**src/rtl/i2s_pkg.sv**
```systemverilog
// Shared I2S frame constants: 64-bit frame of two 32-bit slots, left slot first.
// Used by both the transmitter (i2s_p2s) and the mixer's receiver so the formats stay identical.
package i2s_pkg;

    localparam int SLOT_BITS  = 32;
    localparam int FRAME_BITS = 64;
    localparam int SLOT_CNT_W = 6;

    typedef enum logic {
        CH_LEFT  = 1'b0,
        CH_RIGHT = 1'b1
    } i2s_ch_e;

endpackage

```
**src/rtl/i2s_p2s_if.sv**
```systemverilog
// Parallel sample handshake between the mix engine (master) and the I2S transmitter (slave).
// valid/ready: a sample moves when sample_valid && sample_ready at a clock edge; the source must
// hold data_l/data_r/sample_valid stable until that edge, ready never depends on valid.
interface i2s_p2s_if #(
    parameter int bitNum = 16
);
    logic [bitNum-1:0] data_l;
    logic [bitNum-1:0] data_r;
    logic              sample_valid;
    logic              sample_ready;

    modport master (
        output data_l,
        output data_r,
        output sample_valid,
        input  sample_ready
    );

    modport slave (
        input  data_l,
        input  data_r,
        input  sample_valid,
        output sample_ready
    );
endinterface

```
**src/rtl/i2s_clk_gen.sv**
```systemverilog
// Bit-clock divider and slot counter: clock_bit toggles every CLK_DIV system clocks, and each
// falling bit-clock edge (fall strobe) advances the 0..63 slot counter.
module i2s_clk_gen
    import i2s_pkg::*;
#(
    parameter int CLK_DIV = 4
) (
    input  logic                  clock,
    input  logic                  reset_n,
    output logic                  bclk_o,
    output logic                  lr_o,
    output logic                  fall_o,
    output logic [SLOT_CNT_W-1:0] slot_next_o
);

    localparam int DIV_W = (CLK_DIV > 2) ? $clog2(CLK_DIV) : 1;
    localparam logic [DIV_W-1:0] DIV_LAST = DIV_W'(CLK_DIV - 1);

    logic [DIV_W-1:0]      div_q,  div_d;
    logic                  bclk_q, bclk_d;
    logic [SLOT_CNT_W-1:0] slot_q, slot_d;
    logic [SLOT_CNT_W-1:0] slot_inc;
    logic                  fall;

    always_comb begin
        div_d    = div_q + 1'b1;
        bclk_d   = bclk_q;
        slot_d   = slot_q;
        fall     = 1'b0;
        slot_inc = slot_q + 1'b1;
        if (div_q == DIV_LAST) begin
            div_d  = '0;
            bclk_d = ~bclk_q;
            fall   = bclk_q;
        end
        // 63 wraps to 0 naturally in the 6-bit counter
        if (fall) begin
            slot_d = slot_inc;
        end
    end

    always_ff @(posedge clock or negedge reset_n) begin
        if (!reset_n) begin
            div_q  <= '0;
            bclk_q <= 1'b0;
            slot_q <= '1;
        end else begin
            div_q  <= div_d;
            bclk_q <= bclk_d;
            slot_q <= slot_d;
        end
    end

    assign bclk_o      = bclk_q;
    assign lr_o        = slot_q[SLOT_CNT_W-1];
    assign fall_o      = fall;
    assign slot_next_o = slot_inc;

endmodule

```
**src/rtl/i2s_p2s.sv**
```systemverilog
// I2S master transmitter: one-deep holding register fed by a valid/ready handshake, loaded into
// left/right shift registers at each frame start and shifted out MSB first one bit after LR edges.
module i2s_p2s
    import i2s_pkg::*;
#(
    parameter int bitNum  = 16,
    parameter int CLK_DIV = 4
) (
    input  logic     clock,
    input  logic     reset_n,
    i2s_p2s_if.slave smp,
    output logic     clock_bit,
    output logic     clock_lr,
    output logic     data_out,
    output logic     frame_start,
    output logic     underrun
);

    logic                  fall;
    logic [SLOT_CNT_W-1:0] slot_next;
    logic                  load;
    logic [4:0]            pos;
    i2s_ch_e               ch;

    logic [bitNum-1:0] hold_l_q, hold_l_d;
    logic [bitNum-1:0] hold_r_q, hold_r_d;
    logic              full_q,   full_d;
    logic [bitNum-1:0] shl_q,    shl_d;
    logic [bitNum-1:0] shr_q,    shr_d;
    logic              dout_q,   dout_d;
    logic              fs_q,     fs_d;
    logic              ur_q,     ur_d;

    i2s_clk_gen #(
        .CLK_DIV (CLK_DIV)
    ) u_clk_gen (
        .clock       (clock),
        .reset_n     (reset_n),
        .bclk_o      (clock_bit),
        .lr_o        (clock_lr),
        .fall_o      (fall),
        .slot_next_o (slot_next)
    );

    assign load = fall && (slot_next == '0);
    assign pos  = slot_next[4:0];
    assign ch   = i2s_ch_e'(slot_next[SLOT_CNT_W-1]);

    always_comb begin
        hold_l_d = hold_l_q;
        hold_r_d = hold_r_q;
        full_d   = full_q;
        shl_d    = shl_q;
        shr_d    = shr_q;
        dout_d   = dout_q;
        fs_d     = 1'b0;
        ur_d     = 1'b0;

        if (fall) begin
            // Bit position 0 of each slot is the I2S one-bit delay; drained shift regs give 0 past bitNum
            dout_d = 1'b0;
            if (load) begin
                fs_d = 1'b1;
                if (full_q) begin
                    shl_d  = hold_l_q;
                    shr_d  = hold_r_q;
                    full_d = 1'b0;
                end else begin
                    shl_d = '0;
                    shr_d = '0;
                    ur_d  = 1'b1;
                end
            end else if (pos != 5'd0) begin
                if (ch == CH_RIGHT) begin
                    dout_d = shr_q[bitNum-1];
                    shr_d  = shr_q << 1;
                end else begin
                    dout_d = shl_q[bitNum-1];
                    shl_d  = shl_q << 1;
                end
            end
        end

        // Capture is evaluated after the load so a same-cycle write fills holding for the next frame
        if (smp.sample_valid && !full_q) begin
            hold_l_d = smp.data_l;
            hold_r_d = smp.data_r;
            full_d   = 1'b1;
        end
    end

    always_ff @(posedge clock or negedge reset_n) begin
        if (!reset_n) begin
            hold_l_q <= '0;
            hold_r_q <= '0;
            full_q   <= 1'b0;
            shl_q    <= '0;
            shr_q    <= '0;
            dout_q   <= 1'b0;
            fs_q     <= 1'b0;
            ur_q     <= 1'b0;
        end else begin
            hold_l_q <= hold_l_d;
            hold_r_q <= hold_r_d;
            full_q   <= full_d;
            shl_q    <= shl_d;
            shr_q    <= shr_d;
            dout_q   <= dout_d;
            fs_q     <= fs_d;
            ur_q     <= ur_d;
        end
    end

    assign smp.sample_ready = ~full_q;
    assign data_out         = dout_q;
    assign frame_start      = fs_q;
    assign underrun         = ur_q;

endmodule

```
**src/flat_wrapper.sv**
```systemverilog
// flat-port wrapper written by rule: the top's interface ports become plain ports
module i2s_p2s_flat import i2s_pkg::*;
#(
    parameter int bitNum  = 16,
    parameter int CLK_DIV = 4
)
  (clock, reset_n, clock_bit, clock_lr, data_out, frame_start, underrun, smp_data_l, smp_data_r, smp_sample_valid, smp_sample_ready);
  i2s_p2s_if #(.bitNum(bitNum)) smp_i ();
  input  logic clock;
  input  logic reset_n;
  output logic clock_bit;
  output logic clock_lr;
  output logic data_out;
  output logic frame_start;
  output logic underrun;
  input wire logic [$bits(smp_i.data_l)-1:0] smp_data_l;
  input wire logic [$bits(smp_i.data_r)-1:0] smp_data_r;
  input wire logic [$bits(smp_i.sample_valid)-1:0] smp_sample_valid;
  output wire logic [$bits(smp_i.sample_ready)-1:0] smp_sample_ready;
  assign smp_i.data_l = smp_data_l;
  assign smp_i.data_r = smp_data_r;
  assign smp_i.sample_valid = smp_sample_valid;
  assign smp_sample_ready = smp_i.sample_ready;
  i2s_p2s #(.bitNum(bitNum), .CLK_DIV(CLK_DIV)) u_core (.clock(clock), .reset_n(reset_n), .smp(smp_i), .clock_bit(clock_bit), .clock_lr(clock_lr), .data_out(data_out), .frame_start(frame_start), .underrun(underrun));
endmodule
```
**config.mk**
```make
export PLATFORM = sky130hd
export DESIGN_NAME = i2s_p2s_flat
export DESIGN_NICKNAME = d
export VERILOG_FILES = /design/src/rtl/i2s_pkg.sv /design/src/rtl/i2s_p2s_if.sv /design/src/rtl/i2s_clk_gen.sv /design/src/rtl/i2s_p2s.sv /design/src/flat_wrapper.sv
export SDC_FILE = /design/constraint.sdc
export NUM_CORES = 1
export LEC_CHECK = 0
export ABC_AREA = 1
export CORE_MARGIN = 5
export CORE_UTILIZATION = 50
export DETAILED_ROUTE_END_ITERATION = 7
export PLACE_DENSITY = 0.74
export SYNTH_ARGS = -nofsm -noshare
export SYNTH_HDL_FRONTEND = slang
export SYNTH_SLANG_ARGS = --single-unit
```
**constraint.sdc**
```tcl
create_clock -name clock -period 2.75 [get_ports clock]
set_input_delay 0.55 -clock clock [delete_from_list [all_inputs] [get_ports clock]]
set_output_delay 0.55 -clock clock [all_outputs]
set_load 0.01 [all_outputs]
```
# Yosys cells after proc, flatten, opt, wreduce, memory -nomap -nowiden
# Cells that the tools add are included.
# totals
word_cells	50
ff_bits	77
in_bits	35
out_inout_bits	6
# op_classes
reduce_logical	12
add_sub_neg	2
mux	21
n_bitwise	2
eq_ne	2
# ops
cell	count
16-bit two-way mux	8
1-bit two-way mux	12
2-bit nonzero test	4
6-bit by 1-bit adder with 6-bit output (second input constant)	1
6-bit logical NOT	1
3-bit AND reduction	2
5-bit nonzero test	1
2-bit by 1-bit adder with 2-bit output (second input constant)	1
2-bit equality test (second input constant)	1
1-bit logical AND	2
2-bit two-way mux	1
2-bit inequality test (second input constant)	1
1-bit inverter	2
2-bit AND reduction	1
1-bit logical NOT	1

# Depth between registers and ports, before layout
# Gate-level depths: netlist (run 1).
# logic_depth
ltp_word	6
ltp_mapped	13
depth_no_buf	12

# Cells and area by module
# From an unflattened synthesis (run 1), not the netlist that was laid out.
# hier_totals
cells_unflattened	384
hier_area_um2	3567.2
# modules_own_cells
mod	cells_per_inst	seq_area_each_um2	area_per_inst_um2	instances
i2s_p2s	336	1701.6	3138.0	1
i2s_clk_gen	48	232.7	429.2	1

# Worst setup path after synthesis (run 1)
# OpenSTA, ideal clock, no wires.
# synth_timing
kind	flip-flop to flip-flop
from	register u_core.u_clk_gen.slot_q[1]
to	register u_core.shr_q[5]
path_stages_with_launch	14
t_arrival_ps	1683
required_ps	2633
path_buffers	1
synth_period_minus_slack_ps	1800
setup_slack_ps	950
setup_time_ps	117
path_cell_list	dfstp_2 -> ha_1 -> inv_1 -> nand2_1 -> nand2_1 -> nor2_1 -> nand2_1 -> nor2_4 -> nand2_4 -> nand2_4 -> inv_2 -> buf_6 -> nand2_1 -> nand2_1
# synth_via
elab_chain_cells	5
elab_cells_between_ends	8
cone_classes	add/sub: 1; mux: 1; reduce/logical: 6
# synth_lines
item	line	rtl
start, declared	i2s_clk_gen.sv:21	logic [SLOT_CNT_W-1:0] slot_q, slot_d;
start signal, assigned	i2s_clk_gen.sv:50	slot_q <= slot_d;
6-bit by 1-bit adder with 6-bit output (*)	i2s_clk_gen.sv:30	slot_inc = slot_q + 1'b1;
6-bit logical NOT	i2s_p2s.sv:45	assign load = fall && (slot_next == '0);
1-bit logical AND	i2s_p2s.sv:45	
2-bit nonzero test (no line)	--	
3-bit AND reduction (no line)	--	
end signal, assigned	i2s_p2s.sv:107	shr_q <= shr_d;
end, declared	i2s_p2s.sv:29	logic [bitNum-1:0] shr_q, shr_d;
# Every way passes the cells marked *; elsewhere a longest branch is shown, timed or not.
# A chain may end at the register's enable or synchronous reset.

# Worst setup path in the final report (run 1)
# layout_timing
from	register u_core.u_clk_gen.slot_q[1]
to	register u_core.shl_q[5]
# layout_via
elab_chain_cells	5
elab_cells_between_ends	8
cone_classes	add/sub: 1; eq/ne: 1; mux: 1; reduce/logical: 5
# layout_lines
item	line	rtl
6-bit by 1-bit adder with 6-bit output (*)	i2s_clk_gen.sv:30	
6-bit logical NOT	i2s_p2s.sv:45	
1-bit logical AND	i2s_p2s.sv:45	
2-bit inequality test (no line) / 2-bit nonzero test (equally long branches)	--	
3-bit AND reduction (no line)	--	
end signal, assigned	i2s_p2s.sv:106	shl_q <= shl_d;
end, declared	i2s_p2s.sv:28	logic [bitNum-1:0] shl_q, shl_d;
# Marked as above.

==> flow_summary_export.csv, run 1 <==
group,metric,value,unit
status,status,"completed",
cells_and_area,drive_gt1_frac,0.167,
detailed_routing,vias_per_cell,5.07,
floorplan,dieArea,8900,sq um
setup_path,path_cells,"ha_1 > nand3_1 > nand2_1 > nand2_2 > nor2_2 > nand2_2 > nor2_1 > buf_4 > nand3_1 > nand3_1",
setup_path,critical_path_required,3.03,ns
floorplan,io-pin-count,41,
floorplan,coreArea,6870,sq um
power,irDropWorstVdd,0.343,mV
placement,hpwl,4.55,mm
logic_synthesis,syn-instance-count,383,
clock_network,cts.clk_slew.worst_paths,0.07,ns
clock_network,clk_latency,0.34,ns
detailed_routing,drtIter0Drc,163,
floorplan,start_util,0.518,
cells_and_area,area_growth_syn_to_layout,20.6,%
cells_and_area,diodes,0,
clock_network,cts_num_sinks,77,
floorplan,die_h,94.3,microns
global_routing,grt_start_max_net_pins,78,
global_routing,grt_usage,0.177,
timing,clock.fmax,0.431,GHz
timing,timing.slew.headroom,0.374,
timing,hold_violations,0,
setup_path,max_stage_delay,0.59,ns
detailed_routing,vias,2649,
setup_path,crit_path_start_kind,"flop",
logic_synthesis,synth_warnings,0,
cells_and_area,final_cells,522,
clock_network,root_buffer,"clkbuf_8",
timing,tightest_slew,0.939,ns
logic_synthesis,synthesis.area,3560,sq um
timing,fin_crit_sh,0.843,
floorplan,chipWidth,94.3,microns
timing,rsz0062_at_grt,"no",
clock_network,hold_buffers,0,
clock_network,cts_buffers,9,
logic_synthesis,async_flop_share,1.00,
placement,place.gp.congestion,0.851,
timing,maxSlewViolCount,0,
timing,finalCriticalPeriod,2.32,ns
global_routing,use_met2,0.270,
logic_synthesis,yosys_most_used_dff,"dfrtp_1",
setup_path,critical_path_class,"reg2reg",
cells_and_area,utilization,0.625,
cells_and_area,fillers,565,
logic_synthesis,ys_types,26,
global_routing,use_met3,0.0327,
setup_path,path_buf_inv,1,
setup_path,crit_fanout,18,
hold_path,min_path_type,"in2async",
timing,final.setup.tns,0,ns
timing,clock_skew,0.00797,ns
logic_synthesis,synth_edf_count,0,
timing,setup_viol,0,
setup_path,cpMostUsedCell,"nand3_1",
setup_path,cp_data_arrival_time,2.60,ns
global_routing,antenna_found_initial,0,
placement,placed_cells,507,
detailed_routing,drtAntennaViolNets,0,
power,powerDensity,539,nW/um^2
logic_synthesis,synth_nets,421,
detailed_routing,detail_route.wl_per_cell,13.3,microns
power,p_leak,0.00218,uW
detailed_routing,drc,0,
logic_synthesis,ys_seq_area_frac,0.544,
setup_path,crit_family,"simple AND/OR/NAND/NOR gates",
placement,portBuffers,40,
setup_path,endpoint_kind,"flop",
floorplan,fp-row-count,30,
global_routing,busiest_layer,"met2",
global_routing,grt_pass1_vias,2669,
clock_network,postCtsSetupBuffers,0,
job,cap_violations,0,
clock_network,clk_path_buf_depth,2,
detailed_routing,routed_wl,6.92,mm
clock_network,cts_tree,"built",
clock_network,cts_resized,0,
logic_synthesis,syn_avg_cell_area,9.29,sq um
setup_path,critPathSlowestCell,"dfstp_2",
clock_network,htreeDepth,3,
logic_synthesis,synth_seq_cells,77,
cells_and_area,finalNetCount,460,
global_routing,grt_pass1_wl,12.4,mm
global_routing,grt_use_met1,0.240,
global_routing,overflow,0,
detailed_routing,dr.pass1.iters,4,
[logic make-up (layout without fill, tap and decap cells)]
family          count (synthesis)  count (layout)  synth area share
buf+inv                        54              97            0.0637
simple gates                  202             202             0.256
compound gates                 14              14            0.0222
fa+ha+maj                       3               3            0.0106
mux                            32              32             0.101
xor+xnor                        1               1           0.00246
flops                          77              77             0.544
[cell usage after synthesis (2+ instances only)]
library cell  number  area, sq um
nand4_1            3         18.8
ha_1               3         37.5
clkbuf_1           6         22.5
nand2_2            4         25.0
o21ai_1            6         30.0
nand3_1           70          350
o21ai_0            6         30.0
nand2_1          111          417
nor2_1             8         30.0
dfrtp_1           71         1780
dfstp_2            6          158
nand2_4            2         22.5
buf_2             10         50.1
mux2_2            32          360
inv_1             34          128
[flip-flops by register name, indices dropped and copies added, names as in the netlist]
name                     cells
u_core.hold_l_q             16
u_core.frame_start           1
u_core.shl_q                16
u_core.data_out              1
u_core.shr_q                16
u_core.u_clk_gen.div_q       2
u_core.u_clk_gen.slot_q      6
u_core.full_q                1
u_core.underrun              1
u_core.u_clk_gen.bclk_o      1
u_core.hold_r_q             16
[final timing paths]
path / slack (ns) / cells past startpoint / endpoint / startpoint
max reg2reg: 0.43 / 10 / u_core.shl_q[5] / u_core.u_clk_gen.slot_q[1]
max: 0.43 / 10 / u_core.shl_q[5] / u_core.u_clk_gen.slot_q[1]
min reg2reg: 0.43 / 1 / u_core.u_clk_gen.div_q[0] / u_core.u_clk_gen.div_q[0]
min in group clock: 0.43 / 1 / u_core.u_clk_gen.div_q[0] / u_core.u_clk_gen.div_q[0]
min: 0.34 / 1 / u_core.hold_l_q[14] / reset_n
max in group asynchronous: 1.79 / 1 / u_core.shr_q[0] / reset_n
[per-stage QoR]
step	cell area, sq um	hold slack, ns	total power (uW)	worst slack (ns)
floorplan	3560	0.254	1150	0.950
global placement	4030	0.421	1220	0.651
detailed placement	4030	0.431	1220	0.525
CTS	4290	0.381	2330	0.433
global route	4290	0.433	2380	0.193
finish	4290	0.335	2310	0.431
[layer usage]
layer	vias to the layer above	part of all wire	wire, microns
li1	1308	-	-
met1	1249	0.47	3220
met2	77	0.47	3230
met3	15	0.042	288
met4	0	0.026	178
met5	-	0	0
[area by class of cell]
class | instances | area (sq um) | share of cell area
flip-flops and latches | 77 | 1930 | 0.451
multi-input cells | 252 | 1400 | 0.325
repair buffers | 46 | 443 | 0.103
clock buffers | 11 | 141 | 0.0330
inverters | 36 | 135 | 0.0315
clock inverters | 4 | 120 | 0.0280
well taps | 96 | 120 | 0.0280
[worst register-to-register path: cells and delay by family (launching register included)]
| family | cells | cell delay (ns) |
|---|---|---|
| DFF | 1 | 0.59 |
| adders and majority gates | 1 | 0.24 |
| buffers and inverters | 1 | 0.22 |
| and+or+nand+nor | 8 | 1.20 |
[power by group]
part	internal (uW)	leakage [uW]	total, uW	switching, uW
logic	41.5	0.00100	67.7	26.2
registers	1130	0.00105	1130	0
clock network	715	0.000130	1110	397
total	1890	0.00218	2310	423
[cell usage in the layout, fill, tap and decap left out]
| master | Yosys | final |
|---|---|---|
| bufinv_16 | 0 | 4 |
| nor2_1 | 8 | 8 |
| o21bai_1 | 1 | 1 |
| mux2_2 | 32 | 32 |
| nor2_4 | 1 | 1 |
| nand4_1 | 3 | 3 |
| nand2_1 | 111 | 111 |
| inv_2 | 1 | 1 |
| nand2_2 | 4 | 4 |
| o21ai_1 | 6 | 6 |
| xor2_1 | 1 | 1 |
| nand3_2 | 1 | 1 |
| nor2_8 | 1 | 1 |
| nor2_2 | 1 | 1 |
| clkbuf_1 | 6 | 1 |
| buf_4 | 1 | 7 |
| clkinv_1 | 1 | 1 |
| clkdlybuf4s50_1 | 0 | 39 |
| nand3_1 | 70 | 70 |
| o21bai_2 | 1 | 1 |
| dfstp_2 | 6 | 6 |
| clkbuf_8 | 0 | 10 |
| nand2_4 | 2 | 2 |
| inv_1 | 34 | 34 |
| o21ai_0 | 6 | 6 |
| dfrtp_1 | 71 | 71 |
| ha_1 | 3 | 3 |
Note: power is estimated with default switching activity, not from simulation.
==> run 2, diff against run 1 <==
==> constraint.sdc (replaced) <==
create_clock -name clock -period 2.3 [get_ports clock]
set_input_delay 0.46 -clock clock [delete_from_list [all_inputs] [get_ports clock]]
set_output_delay 0.46 -clock clock [all_outputs]
set_load 0.01 [all_outputs]
==> run 2 against run 1 <==
Compared with the run above: global-route usage down 0.17 points; flip-flop and latch count unchanged; worst setup slack worse by 0.17 ns; critical endpoint is now u_core.shr_q[9]; non-clock buffer count up 4; combinational power rose by 29%; critical path depth increased by 2; hold slack worse by 0.24 ns; final area up 1.5%; die area is the same.
==> flow_summary_export.csv, run 2 (synthesized netlist as in run 1, its figures left out) <==
group,metric,value,unit
placement,pre_cts_ws,0.192,ns
clock_network,cts_buffers,9,
power,p_leak,0.00221,uW
clock_network,clk_latency,0.35,ns
cells_and_area,fillers,560,
cells_and_area,area_growth_syn_to_layout,22.5,%
clock_network,cts_num_sinks,77,
placement,portBuffers,40,
timing,clock_skew,0.00862,ns
cells_and_area,diodes,0,
timing,final.setup.tns,0,ns
clock_network,root_buffer,"clkbuf_8",
floorplan,die_h,94.3,microns
global_routing,antenna_found_initial,0,
setup_path,critical_path_class,"reg2reg",
timing,whs,0.0904,ns
placement,hpwl,4.70,mm
timing,setup_viol,0,
timing,rsz0062_at_grt,"no",
timing,fin_crit_sh,0.887,
cells_and_area,final_cell_area,4360,sq um
global_routing,grt_pass1_vias,2652,
detailed_routing,drc,0,
detailed_routing,dr.pass1.iters,4,
global_routing,grt_usage,0.175,
cells_and_area,final_common_cell,"nand2_1",
hold_path,min_path_type,"in2async",
power,power,2770,uW
placement,place.gp.congestion,0.740,
floorplan,dieArea,8900,sq um
timing,timing.slew.headroom,0.643,
setup_path,crit_fanout,18,
clock_network,htreeDepth,3,
placement,placed_area,4080,sq um
setup_path,cp_data_arrival_time,2.27,ns
detailed_routing,detail_route.wl_per_cell,13.3,microns
power,powerDensity,636,nW/um^2
timing,maxSlewViolCount,0,
cells_and_area,drive_gt1_frac,0.174,
clock_network,hold_buffers,0,
clock_network,cts.clk_slew.worst_paths,0.07,ns
cells_and_area,finalNetCount,464,
detailed_routing,routed_wl,7.01,mm
clock_network,cts_resized,0,
setup_path,critical_path_required,2.53,ns
setup_path,crit_path_start_kind,"flop",
floorplan,chipWidth,94.3,microns
clock_network,cts_tree,"built",
timing,clock.fmax,0.490,GHz
detailed_routing,vias,2710,
timing,fin_ws,0.260,ns
detailed_routing,vias_per_cell,5.15,
job,cap_violations,0,
timing,tightest_slew,0.535,ns
status,status,"completed",
detailed_routing,drtAntennaViolNets,0,
global_routing,grt_pass1_wl,12.2,mm
timing,finalCriticalPeriod,2.04,ns
floorplan,start_util,0.518,
setup_path,endpoint_kind,"flop",
clock_network,clk_path_buf_depth,2,
floorplan,fp-row-count,30,
global_routing,overflow,0,
detailed_routing,drtIter0Drc,138,
global_routing,grt_start_max_net_pins,42,
clock_network,postCtsSetupBuffers,0,
floorplan,coreArea,6870,sq um
timing,hold_violations,0,
power,irDropWorstVdd,0.329,mV
floorplan,io-pin-count,41,
cells_and_area,final_cell_mix,"nand2_1, dfrtp_1, nand3_1",
## run 2: path summary, 6_finish.rpt
check	from	endpoint	slack (ns)	cells past startpoint
worst max-delay path	u_core.u_clk_gen.slot_q[1]	u_core.shr_q[9]	0.26	12
worst min-delay path	reset_n	u_core.hold_l_q[12]	0.09	1
worst max register to register	u_core.u_clk_gen.slot_q[1]	u_core.shr_q[9]	0.26	12
worst min register to register	u_core.u_clk_gen.div_q[0]	u_core.u_clk_gen.div_q[0]	0.44	1
max in group asynchronous	reset_n	u_core.hold_l_q[3]	1.63	2
min in group clock	u_core.u_clk_gen.div_q[0]	u_core.u_clk_gen.div_q[0]	0.44	1
## run 2: area by class of cell
| cell class | count | area (sq um) | share of cell area |
|---|---|---|---|
| clock buffer | 11 | 141 | 0.0325 |
| clock inverter | 4 | 120 | 0.0276 |
| inverter | 36 | 138 | 0.0316 |
| multi-input combinational | 252 | 1410 | 0.323 |
| sequential | 77 | 1930 | 0.444 |
| tap | 96 | 120 | 0.0276 |
| timing repair buffer | 50 | 498 | 0.114 |
## run 2: per-layer routing
metal	GRT usage	part of all wire	wire (microns)	vias to the layer above
li1	-	-	-	1325
met1	0.237	0.46	3240	1314
met2	0.274	0.48	3380	61
met3	0.0335	0.038	269	10
met4	0.0770	0.017	121	0
met5	0	0	0	-
## run 2: worst max-delay path, stage by stage (launching register included)
cell and delay (ns):
dfstp_2 0.58, ha_1 0.23, inv_1 0.05, nand2_1 0.07, nand2_1 0.08, nor2_1 0.09, nand2_1 0.09, nor2_4 0.12
nand2_4 0.17, nand2_8 0.18, inv_4 0.10, nand2_1 0.09, nand2_1 0.07
## run 2: power by group
group          switching [uW]  total (uW)  internal [uW]
clock network             476        1330            855
logic                    32.8        87.0           54.2
registers                   0        1350           1350
total                     509        2770           2260
## run 2: metrics by stage
stage / cells / utilization
finish: 526 / 0.634
floorplan: 383 / -
CTS: 526 / 0.633
detailed placement: 511 / 0.595
global placement: 511 / 0.595
global route: 526 / 0.634
==> run 3, diff against run 2 <==
--- a/config.mk
+++ b/config.mk
@@ -7,9 +7,9 @@
 export LEC_CHECK = 0
 export ABC_AREA = 1
 export CORE_MARGIN = 5
-export CORE_UTILIZATION = 50
+export CORE_UTILIZATION = 45
 export DETAILED_ROUTE_END_ITERATION = 7
-export PLACE_DENSITY = 0.74
+export PLACE_DENSITY = 0.68
 export SYNTH_ARGS = -nofsm -noshare
 export SYNTH_HDL_FRONTEND = slang
 export SYNTH_SLANG_ARGS = --single-unit
==> run 3 against run 2 <==
Compared with the run above: clock skew up 0.0053 ns; clock power down 28%; register-to-register slack about the same; first-iteration DRC count up 25%; die area up 9.9%; count of clock-buffer cells in the layout up 1; global-route usage down 2.4 points; worst setup slack better by 0.0067 ns; combinational power down 1%; cell count up 0.95%; critical path type unchanged; critical endpoint is now u_core.shr_q[12].
==> flow_summary_export.csv, run 3 (synthesized netlist as in run 1, its figures left out) <==
group,metric,value,unit
global_routing,overflow,0,
cells_and_area,final_cell_mix,"nand2_1, dfrtp_1, nand3_1",
global_routing,antenna_found_initial,0,
power,p_leak,0.00217,uW
clock_network,root_buffer,"clkbuf_8",
global_routing,grt_usage,0.151,
detailed_routing,routed_wl,6.75,mm
placement,hpwl,4.52,mm
power,powerDensity,560,nW/um^2
clock_network,cts_buffers,9,
clock_network,clk_latency,0.35,ns
job,cap_violations,0,
power,irDropWorstVdd,0.246,mV
cells_and_area,finalNetCount,463,
detailed_routing,vias_per_cell,4.95,
floorplan,io-pin-count,41,
detailed_routing,drc,0,
detailed_routing,detail_route.wl_per_cell,12.7,microns
global_routing,grt_pass1_vias,2638,
timing,timing.slew.headroom,0.661,
clock_network,htreeDepth,3,
clock_network,postCtsSetupBuffers,0,
setup_path,critical_path_class,"reg2reg",
setup_path,rr_startpoint,"u_core.u_clk_gen.slot_q[0]",
setup_path,r2r-end,"u_core.shr_q[12]",
setup_path,endpoint_kind,"flop",
placement,place.gp.congestion,0.756,
timing,finalCriticalPeriod,2.03,ns
cells_and_area,final_common_cell,"nand2_1",
floorplan,fp-row-count,32,
detailed_routing,drtIter0Drc,172,
timing,final.setup.tns,0,ns
detailed_routing,drtAntennaViolNets,0,
setup_path,cpMostUsedCell,"nand2_1",
timing,setup_viol,0,
setup_path,critical_path_required,2.59,ns
global_routing,grt_start_max_net_pins,41,
setup_path,critPathSlowestCell,"dfstp_2",
timing,tightest_slew,0.509,ns
floorplan,coreArea,7730,sq um
global_routing,grt_pass1_wl,11.9,mm
floorplan,dieArea,9780,sq um
timing,clock_skew,0.0139,ns
timing,rsz0062_at_grt,"no",
floorplan,chipWidth,98.9,microns
cells_and_area,utilization,0.554,
cells_and_area,drive_gt1_frac,0.175,
status,status,"completed",
cells_and_area,diodes,0,
clock_network,clk_path_buf_depth,2,
timing,fin_crit_sh,0.884,
timing,maxSlewViolCount,0,
setup_path,path_cells,"ha_1 > nand3_1 > nand2_1 > nand2_2 > nor2_2 > nand2_2 > nand2_1 > nand2_8 > inv_4 > nand2_1 > nand2_1",
setup_path,crit_path_start_kind,"flop",
clock_network,cts_num_sinks,77,
timing,hold_violations,0,
setup_path,cp_data_arrival_time,2.32,ns
setup_path,max_stage_delay,0.58,ns
cells_and_area,area_growth_syn_to_layout,20.3,%
floorplan,die_h,98.9,microns
cells_and_area,fillers,685,
clock_network,cts.clk_slew.worst_paths,0.08,ns
timing,clock.fmax,0.492,GHz
setup_path,crit_fanout,17,
setup_path,r2r_cells,11,
detailed_routing,vias,2628,
floorplan,start_util,0.460,
setup_path,reg2reg_slack,0.27,ns
detailed_routing,dr.pass1.iters,4,
placement,portBuffers,40,
hold_path,min_path_type,"in2async",
clock_network,cts_tree,"built",
run 3: cell types whose count changed in the layout (fill, tap and decap cells not counted):
cell,delta
buf_4,-1
bufinv_16,-4
clkbuf_1,-1
clkbuf_8,+2
clkinv_2,+1
clkinvlp_4,+2
run 3: area by class of cell:
cell class	instances	area (sq um)	share of cell area
sequential	77	1930	0.452
multi-input combinational	252	1410	0.328
timing repair buffer	49	490	0.115
clock buffer	12	165	0.0386
inverter	36	138	0.0322
tap	102	128	0.0298
clock inverter	3	20.0	0.00468
run 3: how the worst max path moves through the flow:
stage	from	end	slack, ns	cells after the start
after CTS	u_core.u_clk_gen.slot_q[0]	u_core.shr_q[11]	0.22	12
after detailed placement	u_core.u_clk_gen.slot_q[1]	u_core.shr_q[3]	0.23	12
after global placement	u_core.u_clk_gen.slot_q[1]	u_core.shr_q[5]	0.30	11
after floorplan	u_core.u_clk_gen.slot_q[1]	u_core.shr_q[5]	0.50	13
final	u_core.u_clk_gen.slot_q[0]	u_core.shr_q[12]	0.27	11
after global routing	u_core.u_clk_gen.slot_q[0]	u_core.shr_q[10]	0.05	11
run 3: power by group:
group	switching, uW	leakage (uW)	internal, uW
registers	0	0.00105	1350
logic	32.6	0.00103	53.2
clock network	487	0.0000905	473
run 3: critical path: cells and delay by family, from the launching register on:
family	cells	cell delay (ns)
adder cells (fa/ha/maj)	1	0.22
buffers and inverters	1	0.17
flip-flops	1	0.58
AND/OR/NAND/NOR	9	0.99
run 3: metal layers:
layer  GRT usage  wire length [microns]  vias to the layer above
li1            -                      -                     1319
met1       0.198                   3220                     1258
met2       0.237                   3170                       40
met3      0.0403                    234                       11
met4      0.0609                    128                        0
met5           0                      0                        -
run 3: timing repair:
action	in CTS	in global routing
hold buffers	0	0
endpoints found under the setup margin	0	15
gates resized for setup	0	3
run 3: through the flow:
step | instance area, sq um | hold slack, ns | power (uW) | worst slack [ns] | instances
2_1_floorplan | 3560 | 0.164 | 1380 | 0.500 | 383
3_3_place_gp | 4080 | 0.422 | 1470 | 0.296 | 516
3_5_place_dp | 4080 | 0.426 | 1470 | 0.234 | 516
4_1_cts | 4270 | 0.0794 | 2430 | 0.222 | 531
5_1_grt | 4280 | 0.110 | 2490 | 0.0549 | 531
6_report | 4280 | 0.0760 | 2400 | 0.267 | 531
